File: config.mk
export PLATFORM = sky130hd
export DESIGN_NAME = alu_issue
export DESIGN_NICKNAME = d
export VERILOG_FILES = /design/src/rtl/alu_issue_pkg.sv /design/src/rtl/alu_issue_dec.sv /design/src/rtl/alu_issue.sv
export SDC_FILE = /design/constraint.sdc
export NUM_CORES = 1
export LEC_CHECK = 0
export ABC_CLOCK_PERIOD_IN_PS = 3200
export BUFFER_PORTS_ARGS = -buffer_cell sky130_fd_sc_hd__buf_2
export CORE_AREA = 2 2 124 126
export CTS_BUF_LIST = sky130_fd_sc_hd__clkbuf_8
export CTS_CLUSTER_DIAMETER = 30
export DETAILED_ROUTE_END_ITERATION = 10
export DIE_AREA = 0 0 126 128
export GPL_ROUTABILITY_DRIVEN = 0
export PLACE_DENSITY = 0.86
export SETUP_SLACK_MARGIN = 0.02
export SLEW_MARGIN = 10
export SYNTH_ARGS = -nofsm -noshare
export SYNTH_HDL_FRONTEND = slang
export SYNTH_SLANG_ARGS = --single-unit
File: constraint.sdc
create_clock -name clk -period 3.2 [get_ports clk]
set_input_delay 0 -clock clk [delete_from_list [all_inputs] [get_ports clk]]
set_output_delay 0 -clock clk [all_outputs]
set_load 0.01 [all_outputs]
File: src/rtl/alu_issue_pkg.sv
// Shared constants for the ALU issue slot: ALU opcode encoding and the
// RV32I major opcodes it decodes.
package alu_issue_pkg;

    localparam int CPU_WIDTH_G    = 32;
    localparam int ALU_OP_WIDTH_G = 4;

    typedef enum logic [3:0] {
        ALU_ADD  = 4'd0,
        ALU_SUB  = 4'd1,
        ALU_XOR  = 4'd2,
        ALU_OR   = 4'd3,
        ALU_AND  = 4'd4,
        ALU_SLL  = 4'd5,
        ALU_SRL  = 4'd6,
        ALU_SRA  = 4'd7,
        ALU_SLT  = 4'd8,
        ALU_SLTU = 4'd9
    } alu_op_e;

    localparam logic [6:0] OPC_OP    = 7'b0110011;
    localparam logic [6:0] OPC_OPIMM = 7'b0010011;
    localparam logic [6:0] OPC_LUI   = 7'b0110111;
    localparam logic [6:0] OPC_AUIPC = 7'b0010111;
    localparam logic [6:0] OPC_LOAD  = 7'b0000011;
    localparam logic [6:0] OPC_STORE = 7'b0100011;

    // alt selects the funct7[5] flavour (SUB for 000, SRA for 101).
    function automatic alu_op_e f3_to_op(input logic [2:0] f3, input logic alt);
        alu_op_e op;
        case (f3)
            3'b000:  op = alt ? ALU_SUB : ALU_ADD;
            3'b001:  op = ALU_SLL;
            3'b010:  op = ALU_SLT;
            3'b011:  op = ALU_SLTU;
            3'b100:  op = ALU_XOR;
            3'b101:  op = alt ? ALU_SRA : ALU_SRL;
            3'b110:  op = ALU_OR;
            default: op = ALU_AND;
        endcase
        return op;
    endfunction

endpackage

File: src/rtl/alu_issue_dec.sv
// Combinational RV32I decode into ALU opcode and operands; no arithmetic here,
// immediates are only sign-extended.
module alu_issue_dec
    import alu_issue_pkg::*;
#(
    parameter int CPU_WIDTH    = CPU_WIDTH_G,
    parameter int ALU_OP_WIDTH = ALU_OP_WIDTH_G
) (
    input  logic [31:0]              inst,
    input  logic [CPU_WIDTH-1:0]     pc,
    input  logic [CPU_WIDTH-1:0]     rs1,
    input  logic [CPU_WIDTH-1:0]     rs2,
    output logic [ALU_OP_WIDTH-1:0]  op,
    output logic [CPU_WIDTH-1:0]     src1,
    output logic [CPU_WIDTH-1:0]     src2,
    output logic                     illegal
);

    logic [6:0]           opc;
    logic [2:0]           f3;
    logic [6:0]           f7;
    logic [CPU_WIDTH-1:0] imm_i;
    logic [CPU_WIDTH-1:0] imm_s;
    logic [CPU_WIDTH-1:0] imm_u;

    assign opc   = inst[6:0];
    assign f3    = inst[14:12];
    assign f7    = inst[31:25];
    assign imm_i = CPU_WIDTH'($signed(inst[31:20]));
    assign imm_s = CPU_WIDTH'($signed({inst[31:25], inst[11:7]}));
    assign imm_u = CPU_WIDTH'($signed({inst[31:12], 12'b0}));

    always_comb begin
        op      = ALU_ADD;
        src1    = '0;
        src2    = '0;
        illegal = 1'b0;
        case (opc)
            OPC_OP: begin
                src1 = rs1;
                src2 = rs2;
                if (f7 == 7'b0000000) begin
                    op = f3_to_op(f3, 1'b0);
                end else if (f7 == 7'b0100000 && (f3 == 3'b000 || f3 == 3'b101)) begin
                    op = f3_to_op(f3, 1'b1);
                end else begin
                    illegal = 1'b1;
                end
            end
            OPC_OPIMM: begin
                src1 = rs1;
                src2 = imm_i;
                // Shift-immediates reuse imm[11:5] as funct7; only bit 30 may be set, and only for SRAI.
                if (f3 == 3'b001) begin
                    op      = ALU_SLL;
                    illegal = (f7 != 7'b0000000);
                end else if (f3 == 3'b101) begin
                    op      = f3_to_op(f3, inst[30]);
                    illegal = ({inst[31], inst[29:25]} != 6'b0);
                end else begin
                    op = f3_to_op(f3, 1'b0);
                end
            end
            OPC_LUI: begin
                src2 = imm_u;
            end
            OPC_AUIPC: begin
                src1 = pc;
                src2 = imm_u;
            end
            OPC_LOAD: begin
                src1 = rs1;
                src2 = imm_i;
            end
            OPC_STORE: begin
                src1 = rs1;
                src2 = imm_s;
            end
            default: begin
                illegal = 1'b1;
            end
        endcase
        if (illegal) begin
            op   = ALU_ADD;
            src1 = '0;
            src2 = '0;
        end
    end

endmodule

File: src/rtl/alu_issue.sv
// Issue slot in front of the ALU: decodes one instruction and holds it in a
// valid/ready register backed by a one-entry skid register.
module alu_issue
    import alu_issue_pkg::*;
#(
    parameter int CPU_WIDTH    = CPU_WIDTH_G,
    parameter int ALU_OP_WIDTH = ALU_OP_WIDTH_G
) (
    input  logic                     clk,
    input  logic                     rst,
    input  logic                     in_valid,
    output logic                     in_ready,
    input  logic [31:0]              in_inst,
    input  logic [CPU_WIDTH-1:0]     in_pc,
    input  logic [CPU_WIDTH-1:0]     in_rs1,
    input  logic [CPU_WIDTH-1:0]     in_rs2,
    output logic                     out_valid,
    input  logic                     out_ready,
    output logic [ALU_OP_WIDTH-1:0]  alu_op,
    output logic [CPU_WIDTH-1:0]     alu_src1,
    output logic [CPU_WIDTH-1:0]     alu_src2,
    output logic [31:0]              out_inst,
    output logic                     illegal
);

    logic [ALU_OP_WIDTH-1:0] dec_op_p0;
    logic [CPU_WIDTH-1:0]    dec_src1_p0;
    logic [CPU_WIDTH-1:0]    dec_src2_p0;
    logic                    dec_illegal_p0;

    logic                    vld_p1;
    logic [ALU_OP_WIDTH-1:0] main_op_p1;
    logic [CPU_WIDTH-1:0]    main_src1_p1;
    logic [CPU_WIDTH-1:0]    main_src2_p1;
    logic [31:0]             main_inst_p1;
    logic                    main_illegal_p1;

    logic                    skid_vld_p1;
    logic [ALU_OP_WIDTH-1:0] skid_op_p1;
    logic [CPU_WIDTH-1:0]    skid_src1_p1;
    logic [CPU_WIDTH-1:0]    skid_src2_p1;
    logic [31:0]             skid_inst_p1;
    logic                    skid_illegal_p1;

    logic accept;
    logic main_free;

    alu_issue_dec #(
        .CPU_WIDTH    (CPU_WIDTH),
        .ALU_OP_WIDTH (ALU_OP_WIDTH)
    ) u_dec (
        .inst    (in_inst),
        .pc      (in_pc),
        .rs1     (in_rs1),
        .rs2     (in_rs2),
        .op      (dec_op_p0),
        .src1    (dec_src1_p0),
        .src2    (dec_src2_p0),
        .illegal (dec_illegal_p0)
    );

    // in_ready comes straight from skid state so it never sees out_ready combinationally.
    assign in_ready  = !skid_vld_p1;
    assign accept    = in_valid && in_ready;
    assign main_free = !vld_p1 || out_ready;

    // ---- p0 -> p1: decoded operands enter main or skid register ----
    always_ff @(posedge clk) begin
        if (rst) begin
            vld_p1          <= 1'b0;
            main_op_p1      <= ALU_ADD;
            main_src1_p1    <= '0;
            main_src2_p1    <= '0;
            main_inst_p1    <= '0;
            main_illegal_p1 <= 1'b0;
            skid_vld_p1     <= 1'b0;
            skid_op_p1      <= ALU_ADD;
            skid_src1_p1    <= '0;
            skid_src2_p1    <= '0;
            skid_inst_p1    <= '0;
            skid_illegal_p1 <= 1'b0;
        end else if (main_free) begin
            if (skid_vld_p1) begin
                vld_p1          <= 1'b1;
                main_op_p1      <= skid_op_p1;
                main_src1_p1    <= skid_src1_p1;
                main_src2_p1    <= skid_src2_p1;
                main_inst_p1    <= skid_inst_p1;
                main_illegal_p1 <= skid_illegal_p1;
                skid_vld_p1     <= accept;
                if (accept) begin
                    skid_op_p1      <= dec_op_p0;
                    skid_src1_p1    <= dec_src1_p0;
                    skid_src2_p1    <= dec_src2_p0;
                    skid_inst_p1    <= in_inst;
                    skid_illegal_p1 <= dec_illegal_p0;
                end
            end else begin
                vld_p1 <= accept;
                if (accept) begin
                    main_op_p1      <= dec_op_p0;
                    main_src1_p1    <= dec_src1_p0;
                    main_src2_p1    <= dec_src2_p0;
                    main_inst_p1    <= in_inst;
                    main_illegal_p1 <= dec_illegal_p0;
                end
            end
        end else if (accept) begin
            skid_vld_p1     <= 1'b1;
            skid_op_p1      <= dec_op_p0;
            skid_src1_p1    <= dec_src1_p0;
            skid_src2_p1    <= dec_src2_p0;
            skid_inst_p1    <= in_inst;
            skid_illegal_p1 <= dec_illegal_p0;
        end
    end

    // ---- p1: main register drives the ALU ----
    assign out_valid = vld_p1;
    assign alu_op    = main_op_p1;
    assign alu_src1  = main_src1_p1;
    assign alu_src2  = main_src2_p1;
    assign out_inst  = main_inst_p1;
    assign illegal   = main_illegal_p1;

endmodule

# Word level (Yosys, flattened, before mapping)
# Cells that the tools add are included.
# Widths: inputs -> output; s select.
dict set report classes {
  eq_ne 14
  reduce_logical 17
  muxes 48
}
# operator n
set op_table {}
lappend op_table {{$mux 32} 17}
lappend op_table {{$pmux 32 s4} 1}
lappend op_table {{$pmux 32 s2} 1}
lappend op_table {{$pmux 4 s7} 2}
lappend op_table {{$mux 4} 10}
lappend op_table {{$eq 7x6->1 const B} 4}
lappend op_table {{$pmux 4 s5} 1}
lappend op_table {{$eq 7x5->1 const B} 2}
lappend op_table {{$mux 1} 14}
lappend op_table {{$eq 3x3->1 const B} 3}
lappend op_table {{$pmux 4 s2} 1}
lappend op_table {{$reduce_or 4->1} 2}
lappend op_table {{$eq 7x2->1 const B} 1}
lappend op_table {{$logic_not 7->1} 1}
lappend op_table {{$reduce_bool 7->1} 1}
lappend op_table {{$eq 3x2->1 const B} 2}
lappend op_table {{$reduce_bool 6->1} 1}
lappend op_table {{$reduce_bool 2->1} 2}
lappend op_table {{$reduce_or 2->1} 2}
lappend op_table {{$eq 3x1->1 const B} 1}
lappend op_table {{$logic_not 3->1} 1}
lappend op_table {{$pmux 1 s3} 1}
lappend op_table {{$logic_and 1x1->1} 2}
lappend op_table {{$logic_not 1->1} 2}
lappend op_table {{3 further kinds} 4}
dict set report word_totals {
  elab_cells 91
  output_inout_bits 103
  register_bits 204
}

# Logic depth before layout (Yosys ltp)
# Gate-level depths: netlist of run 1.
dict set report depth {
  ltp_word 10
  depth_mapped 10
  depth_no_buf 6
}

# Hierarchy
# From an unflattened synthesis of run 1, not the netlist that was laid out.
dict set report hier_totals {
  hier_cells 1170
  hier_area_um2 10463.8
}
# module instances cells_per_inst area_per_inst_um2
set modules_own_cells {}
lappend modules_own_cells {alu_issue 1 910 8604.5}
lappend modules_own_cells {alu_issue_dec 1 260 1859.3}

# Least setup slack after synthesis of run 1
# Ideal clock, no wire load.
dict set report synth_path {
  kind {input -> register}
  start {input port in_inst[31]}
  end {register main_op_p1[1], in the netlist alu_op[1]}
  t_required_ps 3109
  slack_ps 1023
  cell_stages 6
  setup_ps 91
  arrival_time_ps 2086
  path_buffers 0
  cell_sequence {or4_4 > or3_1 > a21o_1 > a2111o_1 > a2111o_1 > a311oi_1}
}
dict set report synth_between {
  elab_chain_cells 8
}
# element line
set synth_lines {}
lappend synth_lines {{start: declaration} alu_issue.sv:13} ;# input logic [31:0] in_inst,
lappend synth_lines {{$eq 7x6->1} alu_issue_dec.sv:44} ;# end else if (f7 == 7'b0100000 && (f3 == 3'b000 || f3 == 3'b101)) begin
lappend synth_lines {{$logic_and 1x1->1} alu_issue_dec.sv:44}
lappend synth_lines {{$mux 1 or $mux 4 (tied branches)} alu_issue_dec.sv:44}
lappend synth_lines {{$mux 1 or $mux 4 (tied branches)} alu_issue_dec.sv:42} ;# if (f7 == 7'b0000000) begin
lappend synth_lines {{$pmux 1 s3 or $pmux 4 s2 (tied branches)} alu_issue_dec.sv:38} ;# case (opc)
lappend synth_lines {{$mux 4 (*)} alu_issue_dec.sv:83} ;# if (illegal) begin
lappend synth_lines {{$mux 4 (*)} alu_issue.sv:100} ;# if (accept) begin
lappend synth_lines {{$mux 4 (*)} alu_issue.sv:83} ;# if (skid_vld_p1) begin
lappend synth_lines {{end signal: assignment} alu_issue.sv:85} ;# main_op_p1 <= skid_op_p1;
lappend synth_lines {{end signal: assignment} alu_issue.sv:101} ;# main_op_p1 <= dec_op_p0;
lappend synth_lines {{end: declaration} alu_issue.sv:32} ;# logic [ALU_OP_WIDTH-1:0] main_op_p1;
# Every way passes the cells marked *; elsewhere a longest branch is shown, timed or not. The select of a mux whose other input is x is not followed.
# A chain may end at the register's enable or synchronous reset.

# Worst setup path in the final report of run 1
dict set report layout_path {
  start {input port in_inst[3]}
  end {register main_src1_p1[19], in the netlist alu_src1[19]}
}
dict set report layout_between {
  elab_chain_cells 6
}
# element line
set layout_lines {}
lappend layout_lines {{$eq 7x6->1 (tied with other cells)} alu_issue_dec.sv:38}
lappend layout_lines {{$reduce_or 4->1 (no source line)} -}
lappend layout_lines {{$pmux 1 s3 or $pmux 32 s2 (tied branches)} alu_issue_dec.sv:38}
lappend layout_lines {{$mux 32 (*)} alu_issue_dec.sv:83}
lappend layout_lines {{$mux 32 (*)} alu_issue.sv:100}
lappend layout_lines {{$mux 32 (*)} alu_issue.sv:83}
lappend layout_lines {{end signal: assignment} alu_issue.sv:86} ;# main_src1_p1 <= skid_src1_p1;
lappend layout_lines {{end signal: assignment} alu_issue.sv:102} ;# main_src1_p1 <= dec_src1_p0;
lappend layout_lines {{end: declaration} alu_issue.sv:33} ;# logic [CPU_WIDTH-1:0] main_src1_p1;
# Marks and branches as above.

==> results of run 1 <==
-- timing repair --
| action | 4_1_cts | 5_1_grt |
|---|---|---|
| setup buffers | 0 | 0 |
| endpoints found under the setup margin | 0 | 16 |
| hold endpoints to repair | 171 | 0 |
| gates resized for setup | 0 | 1 |
| hold buffers | 141 | 0 |
-- critical path, stage by stage --
cell	delay [ps]
dlygate4sd3_1	550
buf_2	150
nor4bb_1	640
nand3_1	320
nor2_4	410
buf_12	230
a22o_1	170
dlygate4sd3_1	580
a221oi_1	80
nor3_1	250
-- power breakdown --
| part | total [W] | internal, W | switching (W) |
|---|---|---|---|
| Combinational | 0.000811 | 0.000353 | 0.000458 |
| Clock | 0.00299 | 0.00186 | 0.00114 |
| Sequential | 0.00270 | 0.00264 | 0.0000613 |
| Total | 0.00650 | 0.00485 | 0.00166 |
-- kinds of logic after synthesis --
logic type / count (synthesis) / share of synthesized area
simple gates: 310 / 0.1588
compound gates: 280 / 0.2660
flops: 204 / 0.4853
buf+inv: 99 / 0.04594
mux: 37 / 0.04401
-- sequential cells by signal (all words and copies together) (netlist names), 4 cells and up --
signal and count:
skid_src1_p1 32, alu_src1 32, alu_op 4, skid_src2_p1 32, skid_op_p1 4, alu_src2 32, out_inst 32, skid_inst_p1 32
-- metal layers --
| layer | vias to the layer above | global-route usage | wire length, um |
|---|---|---|---|
| met5 | - | 0 | 0 |
| met4 | 0 | 0.2114 | 1625 |
| met3 | 153 | 0.08556 | 3036 |
| met2 | 709 | 0.6509 | 15700 |
| met1 | 4482 | 0.4566 | 11570 |
| li1 | 4162 | - | - |
-- synth_stat cells, types with 2 or more instances --
library cell  number
dfxtp_1          204
nor2_1           116
a22o_1            98
nand2_1           93
clkbuf_1          83
nor3_1            64
a221oi_1          60
a21oi_1           48
mux2i_1           37
a211oi_1          34
a221o_1           20
nand3_1           13
buf_2             12
a31oi_1            5
and3_1             4
nand2b_1           4
nor2b_1            4
or3_1              4
a311oi_1           3
buf_1              3
a2111o_1           2
a21o_1             2
and2_1             2
o41ai_1            2
-- placed cells by master (no fill, tap or decap), drive strengths merged, types with 13 or more instances in the layout --
cell type    instances
a211oi              34
a21oi               48
a221o               20
a221oi              60
a22o                98
buf                255
clkbuf              45
dfxtp              204
dlygate4sd3        141
mux2i               37
nand2               93
nand3               13
nor2               116
nor3                64
-- path summary, 6_finish.rpt --
check,start,to,cells past startpoint
setup / recovery,in_inst[3],alu_src1[19]$_SDFFE_PP0P_,10
hold reg to reg,skid_inst_p1[12]$_SDFFE_PP0P_,skid_inst_p1[12]$_SDFFE_PP0P_,2
setup reg to reg,skid_vld_p1$_SDFFE_PP0P_,skid_inst_p1[3]$_SDFFE_PP0P_,6
hold / removal,in_rs1[3],alu_src1[3]$_SDFFE_PP0P_,4
-- layout make-up --
cell class,instances,area [sq um],share of cell area
sequential,204,4088,0.3384
multi-input combinational,627,3999,0.3311
timing repair buffer,396,2843,0.2353
clock buffer,45,619.3,0.05127
clock inverter,23,289.0,0.02393
tap,188,235.2,0.01947
inverter,1,3.754,0.0003108
antenna,1,2.502,0.0002072
-- through the flow --
step | cell area [sq um] | instances | worst slack [ps] | util | power (W)
2_1_floorplan | 8416 | 930 | 1023 | - | 0.003099
3_3_place_gp | 9752 | 1275 | 680.6 | 0.6561 | 0.003385
3_5_place_dp | 9752 | 1275 | 616.3 | 0.6561 | 0.003401
4_1_cts | 12070 | 1484 | 319.5 | 0.8121 | 0.006443
5_1_grt | 12080 | 1484 | 27.62 | 0.8125 | 0.006692
6_report | 12080 | 1485 | 233.2 | 0.8126 | 0.006505
==> results.cfg, run 1 <==
[outcome]
outcome = complete, no violations

[logic_synthesis]
netlist.area_leader.share = 0.4853
average_cell_area_after_synthesis_sq_um = 9.049
synth_flop_cell = dfxtp_1
synth_largest_area_cell = dfxtp_1
post_synthesis_sequential_area_ratio = 0.4853
number_of_enable_type_register_cells_in_the_synthesized_netlist = 0
yosysWarningCount = 0
synth.ff_latch_count = 204
ys_top_cells_by_area = dfxtp_1 49%, a22o_1 10%, a221oi_1 6.2%, nor2_1 5.2%, mux2i_1 4.4%
post_synthesis_net_count = 1062
netlist_area_before_placement_sq_um = 8416
post_synth_cell_types = 37
asyncSetResetFlopFracSynth = 0
synthCells = 930

[grt]
grt_first_pass_wirelength_mm = 49.95
antenna_found_initial = 0
grt_max_degree = 107
grt-ovfl-total = 0
total_track_usage = 0.3850
grt_pass1_vias = 9523

[worst_setup_path]
data_arrival_time_of_the_critical_path_ps = 3390
timing.critical_path.fanout_max = 23
critical_path_required_ps = 3630
critical_path.endpoint_type = flop
timing.setup.critical_path_class = input pin to flop
worstSetupStartpointType = input pin
regToRegSetupSlack_ps = 790

[clocking]
cts_root_buffer = clkbuf_8
clock_tree_from_tritoncts = yes
clock_sinks = 204
clk_latency_worst_skew_pair_ps = 530
cts-htree-levels = 2
max-clock-path-buffers = 3
cts.clk_slew.worst_paths_ps = 60
cts-buffers-inserted = 39

[cells_and_area]
final_net_count = 1401
area_growth_pct = 43.53
filler_cell_count = 879
layout-drive-gt1-share = 0.2515

[floorplan]
io_pins = 235
dieArea_sq_um = 16130
fp.dieH_um = 128
placementRows = 45
initial_utilization = 0.5662
coreArea_sq_um = 14860
die_w_um = 126

[route]
via_count_of_the_routed_design = 9506
drt.antenna.violating_nets = 0
detail_route.drc_violations = 0
detail_route.first_pass.iterations = 6
wirelength_mm = 31.93
avgViaCountPerCell = 6.401
avgRoutedWirePerCell_um = 21.50
dr.first_iter.drc_count = 1127

[timing]
tightestPinTransition_ps = 718.3
period_minus_slack_ps = 2967
maxSlewViolCount = 0
max_freq_ghz = 0.3371
fin_hold_ws_ps = 8.501
finalHoldViolCount = 0
timing.final.crit_share = 0.9271
fin_skew_ps = 15.16
worst_slew_margin_rel = 0.5146
setup_repair_after_global_routing_missed_its_margin = false
finalSetupTns_ps = 0
report.final.setup_viol = 0

[hold_path]
holdCritPathClass = input pin to flop

[placement]
count_of_buffers_from_port_buffering = 234
place_hpwl_mm = 15.94

[power]
pwr_density_cell_nw_per_um2 = 538.5
power_leakage_nw = 5.181
vdd.ir_drop.worst_v = 0.0004177

[job]
cap_viol_max_count = 0
No activity file was read; power rests on OpenSTA's default activity.
==> run 2, diff against run 1 <==
CTS_BUF_LIST = sky130_fd_sc_hd__clkbuf_2 sky130_fd_sc_hd__clkbuf_4 sky130_fd_sc_hd__clkbuf_8   (was sky130_fd_sc_hd__clkbuf_8)
REMOVE_ABC_BUFFERS = 1   (was not set)
==> results.cfg, run 2 (same netlist as run 1, synthesis figures left out) <==
[cells_and_area]
final_design_area_no_fill_sq_um = 11990
final_cell_mix = 233 x buf_2, 203 x dfxtp_1, 133 x dlygate4sd3_1
area_growth_pct = 42.45
layout_commonest_cell = buf_2
layout-drive-gt1-share = 0.2614
stdcell_count = 1479
final_net_count = 1391
filler_cell_count = 863

[floorplan]
placementRows = 45
coreArea_sq_um = 14860
initial_utilization = 0.5662
dieArea_sq_um = 16130
die_w_um = 126
io_pins = 235
fp.dieH_um = 128

[placement]
detailed_place.area_sq_um = 9656
placed_cells_incl_taps = 1271
count_of_buffers_from_port_buffering = 234
place_hpwl_mm = 15.11

[route]
drt.antenna.violating_nets = 0
avgViaCountPerCell = 6.282
detail_route.first_pass.iterations = 6
via_count_of_the_routed_design = 9291
dr.first_iter.drc_count = 994
detail_route.drc_violations = 0
avgRoutedWirePerCell_um = 20.75
wirelength_mm = 30.69

[grt]
antenna_found_initial = 1
grt_first_pass_wirelength_mm = 48.13
total_track_usage = 0.3662
grt-ovfl-total = 0
grt_max_degree = 103
grt_pass1_vias = 9461

[worst_setup_path]
regToRegSetupSlack_ps = 830
critical_path_required_ps = 3640
ff2ff_path_depth = 5
timing.setup.critical_path_class = input pin to flop
critical_path.reg2reg.startpoint = out_valid$_SDFFE_PP0N_
data_arrival_time_of_the_critical_path_ps = 3310
worstSetupStartpointType = input pin
timing.critical_path.from = in_inst[3]
timing.critical_path.fanout_max = 19
critical_path.endpoint_type = flop

[power]
design_power_total_w = 0.006720
vdd.ir_drop.worst_v = 0.0006507
power_leakage_nw = 5.132
pwr_density_cell_nw_per_um2 = 560.6

[hold_path]
holdCritPathClass = input pin to flop
min-delay-start = rst
hold_path_depth = 2

[clocking]
cts-htree-levels = 2
cts-buffers-inserted = 41
clock_sinks = 204
cts-hold-fix-buffers = 133
cts.clk_slew.worst_paths_ps = 60
post-cts-setup-buffers = 0
max-clock-path-buffers = 3
clock_tree_from_tritoncts = yes
cts-resized-gates = 0
cts_root_buffer = clkbuf_8
clk_latency_worst_skew_pair_ps = 540

[timing]
period_minus_slack_ps = 2868
fin_skew_ps = 19.80
finalHoldViolCount = 0
tightestPinTransition_ps = 1072
worst_slew_margin_rel = 0.2842
setup_repair_after_global_routing_missed_its_margin = false
max_freq_ghz = 0.3487
timing.final.crit_share = 0.8962
maxSlewViolCount = 0
report.final.setup_viol = 0

[outcome]
outcome = complete, no violations

[job]
cap_viol_max_count = 0
run 2: changes by cell type in the layout (fill, tap and decap cells not counted), moves of 2 or more:
| cell | delta |
|---|---|
| dlygate4sd3_1 | -8 |
| inv_1 | -7 |
| buf_12 | -6 |
| clkbuf_4 | +6 |
| clkbuf_8 | +5 |
| clkinv_2 | +3 |
| buf_4 | +2 |
| clkinvlp_4 | -2 |
| nor2_2 | +2 |
run 2: worst max-delay path: stages:
cell and delay [ps]:
dlygate4sd3_1 540, buf_2 150, nor4bb_1 590, nand2b_1 440, nor2_2 950, a221o_1 280
a221oi_1 110, nor3_1 240
run 2: metal layers:
metal | wire [um] | vias to the layer above | GRT usage
met2 | 15010 | 646 | 0.6325
met3 | 2945 | 127 | 0.07554
met5 | 0 | - | 0
met4 | 1303 | 0 | 0.1849
li1 | - | 4139 | -
met1 | 11430 | 4379 | 0.4334
run 2: path summary, 6_finish.rpt:
path | to
setup / recovery | alu_src2[13]$_SDFFE_PP0P_
hold / removal | skid_inst_p1[7]$_SDFFE_PP0P_
setup reg to reg | skid_inst_p1[21]$_SDFFE_PP0P_
hold reg to reg | skid_inst_p1[24]$_SDFFE_PP0P_
run 2: report_power, final:
group	switching [W]	total [W]	internal (W)
logic	0.000441	0.000777	0.000336
clock network	0.00119	0.00325	0.00205
registers	0.0000573	0.00270	0.00264
total	0.00169	0.00672	0.00503
run 2: area by class of cell:
class	count	area, sq um	share of cell area
Sequential cell	204	4088	0.3410
Multi-Input combinational cell	627	4003	0.3339
Clock inverter	17	262.8	0.02192
Antenna cell	2	5.005	0.0004175
Timing Repair Buffer	384	2658	0.2217
Tap cell	188	235.2	0.01962
Inverter	1	3.754	0.0003131
Clock buffer	56	733.2	0.06116
run 2: per-stage QoR:
stage	utilization	setup WS, ps	hold slack, ps	setup TNS, ps
2_1_floorplan	-	-4205	69.07	-614740
3_3_place_gp	0.6496	710.4	262.6	0
3_5_place_dp	0.6496	556.4	271.7	0
4_1_cts	0.8061	566.5	1.242	0
5_1_grt	0.8063	212.3	22.83	0
6_report	0.8065	332.2	15.15	0
==> run 3, diff against run 2 <==
CORE_AREA = 2 2 134 136   (was 2 2 124 126)
DIE_AREA = 0 0 136 138   (was 0 0 126 128)
PLACE_DENSITY = 0.88   (was 0.86)
SYNTH_HIERARCHICAL = 1   (was not set)
==> results.cfg, run 3 <==
[logic_synthesis]
post_synth_cell_types = 46
asyncSetResetFlopFracSynth = 0
yosysWarningCount = 6
number_of_enable_type_register_cells_in_the_synthesized_netlist = 0
synth_largest_area_cell = dfxtp_1
yosys.cell_count.top_type = nand2_1
netlist_area_before_placement_sq_um = 10460
post_synthesis_sequential_area_ratio = 0.3903
average_cell_area_after_synthesis_sq_um = 8.943
synthCells = 1170
list_of_most_frequent_post_synthesis_cells = 234 x nand2_1, 226 x a21oi_1, 204 x dfxtp_1
netlist.area_leader.share = 0.3903
synth_flop_cell = dfxtp_1
ys_top_cells_by_area = dfxtp_1 39%, a21oi_1 11%, a211oi_2 11%, mux2i_1 11%, nand2_1 8.4%
synth.ff_latch_count = 204

[clocking]
max-clock-path-buffers = 3
cts_root_buffer = clkbuf_8
clock_sinks = 204
cts.clk_slew.worst_paths_ps = 60
post-cts-setup-buffers = 0
cts-htree-levels = 2
clock_tree_from_tritoncts = yes
cts-buffers-inserted = 43
clk_latency_worst_skew_pair_ps = 530

[route]
detailroute.wirelength.met3_mm = 3.439
wirelength_mm = 35.24
avgRoutedWirePerCell_um = 20.63
wl_met2_mm = 17.08
routed.top_layer = met4
m1WireLength_mm = 13.17
detail_route.first_pass.iterations = 5
via_count_of_the_routed_design = 10700
avgViaCountPerCell = 6.264
dr.first_iter.drc_count = 897
detail_route.drc_violations = 0
drt.antenna.violating_nets = 0

[timing]
max_freq_ghz = 0.3612
period_minus_slack_ps = 2768
finalHoldViolCount = 0
maxSlewViolCount = 0
setup_repair_after_global_routing_missed_its_margin = false
worst_slew_margin_rel = 0.2120
fin_skew_ps = 26.02
tightestPinTransition_ps = 1182
timing.final.crit_share = 0.8651
layout_setup_ws_ps = 431.6
report.final.setup_viol = 0
fin_hold_ws_ps = 11.21

[worst_setup_path]
ff2ff_path_depth = 4
timing.critical_path.from = in_inst[3]
critical_path.endpoint_type = flop
critical_path.reg2reg.startpoint = skid_vld_p1$_SDFFE_PP0P_
reg2reg_to = alu_src2[5]$_SDFFE_PP0P_
regToRegSetupSlack_ps = 870
worstSetupStartpointType = input pin
timing.critical_path.fanout_max = 51
timing.setup.critical_path_class = input pin to flop
critical_path_required_ps = 3640
data_arrival_time_of_the_critical_path_ps = 3210

[grt]
grt_first_pass_wirelength_mm = 55.12
antenna_found_initial = 4
grt-ovfl-total = 0
grt_max_degree = 103
grt_pass1_vias = 10820
total_track_usage = 0.3621

[cells_and_area]
multiInputGateArea_sq_um = 5783
layout_commonest_cell = nand2_1
final_cell_mix = 234 x nand2_1, 233 x buf_2, 226 x a21oi_1
layout-drive-gt1-share = 0.3351
final_net_count = 1574
seq_area_sq_um = 4088
area_growth_pct = 29.89
filler_cell_count = 1056

[hold_path]
min-delay-start = in_pc[26]
hold_path_depth = 5
whs_endpoint = skid_src1_p1[26]$_SDFFE_PP0P_
holdCritPathClass = input pin to flop

[floorplan]
placementRows = 49
initial_utilization = 0.5968
dieArea_sq_um = 18770
coreArea_sq_um = 17530
fp.dieH_um = 138
io_pins = 235
die_w_um = 136

[placement]
dp_worst_setup_slack_ps = 495.6
place_hpwl_mm = 18.58
count_of_buffers_from_port_buffering = 234

[power]
design_power_total_w = 0.006841
pwr_density_cell_nw_per_um2 = 503.3
power_leakage_nw = 4.673
vdd.ir_drop.worst_v = 0.0003155

[job]
cap_viol_max_count = 0

[outcome]
outcome = complete, no violations
run 3: cell type report:
type	instances	area share
Sequential cell	204	0.3007
Clock inverter	12	0.01261
Antenna cell	5	0.0009206
Timing Repair Buffer	353	0.1767
Tap cell	229	0.02108
Multi-Input combinational cell	837	0.4255
Inverter	3	0.0008285
Clock buffer	65	0.06168
run 3: layer usage:
| metal | GRT usage | vias up |
|---|---|---|
| met1 | 0.4217 | 5077 |
| li1 | - | 4790 |
| met3 | 0.08654 | 163 |
| met2 | 0.6160 | 669 |
| met4 | 0.1826 | 0 |
| met5 | 0 | - |
run 3: metrics by stage:
step	utilization	setup TNS [ps]	std cells	area, sq um
final	0.7752	0	1708	13590
after global routing	0.7750	0	1707	13590
after CTS	0.7744	0	1703	13580
after detailed placement	0.6621	0	1530	11610
after global placement	0.6621	0	1530	11610
after floorplan	-	-1006850	1044	9799
run 3: kinds of logic after synthesis:
| family | share of synthesized area |
|---|---|
| AND/OR/NAND/NOR | 0.1523 |
| buffers and inverters | 0.06457 |
| AO/OA/AOI/OAI | 0.2857 |
| multiplexers | 0.1071 |
| flip-flops | 0.3903 |
run 3: report_power, final:
group          switching (W)  internal (W)  leakage [nW]
clock                0.00121       0.00200         0.533
sequential         0.0000664       0.00265          1.67
combinational       0.000541      0.000370          2.47
run 3: critical path, cell delays in order:
cell and delay (ps):
dlygate4sd3_1 530, buf_2 150, or2_2 390, nor2_4 140, buf_4 530, a22oi_1 210, dlygate4sd3_1 620, nor3_2 160
mux2i_1 200, a211oi_2 270
run 3: timing repair:
action,in CTS,in global routing
hold endpoints to repair,119,0
hold buffers,96,0
resized for setup,0,0
run 3: worst max path at each step:
stage / endpoint / cells after the start
final: alu_src1[23]$_SDFFE_PP0P_ / 10
after global routing: alu_src1[3]$_SDFFE_PP0P_ / 9
after CTS: alu_src1[3]$_SDFFE_PP0P_ / 9
after detailed placement: alu_src1[30]$_SDFFE_PP0P_ / 8
after global placement: illegal$_SDFFE_PP0P_ / 8
after floorplan: alu_src2[0]$_SDFFE_PP0P_ / 5
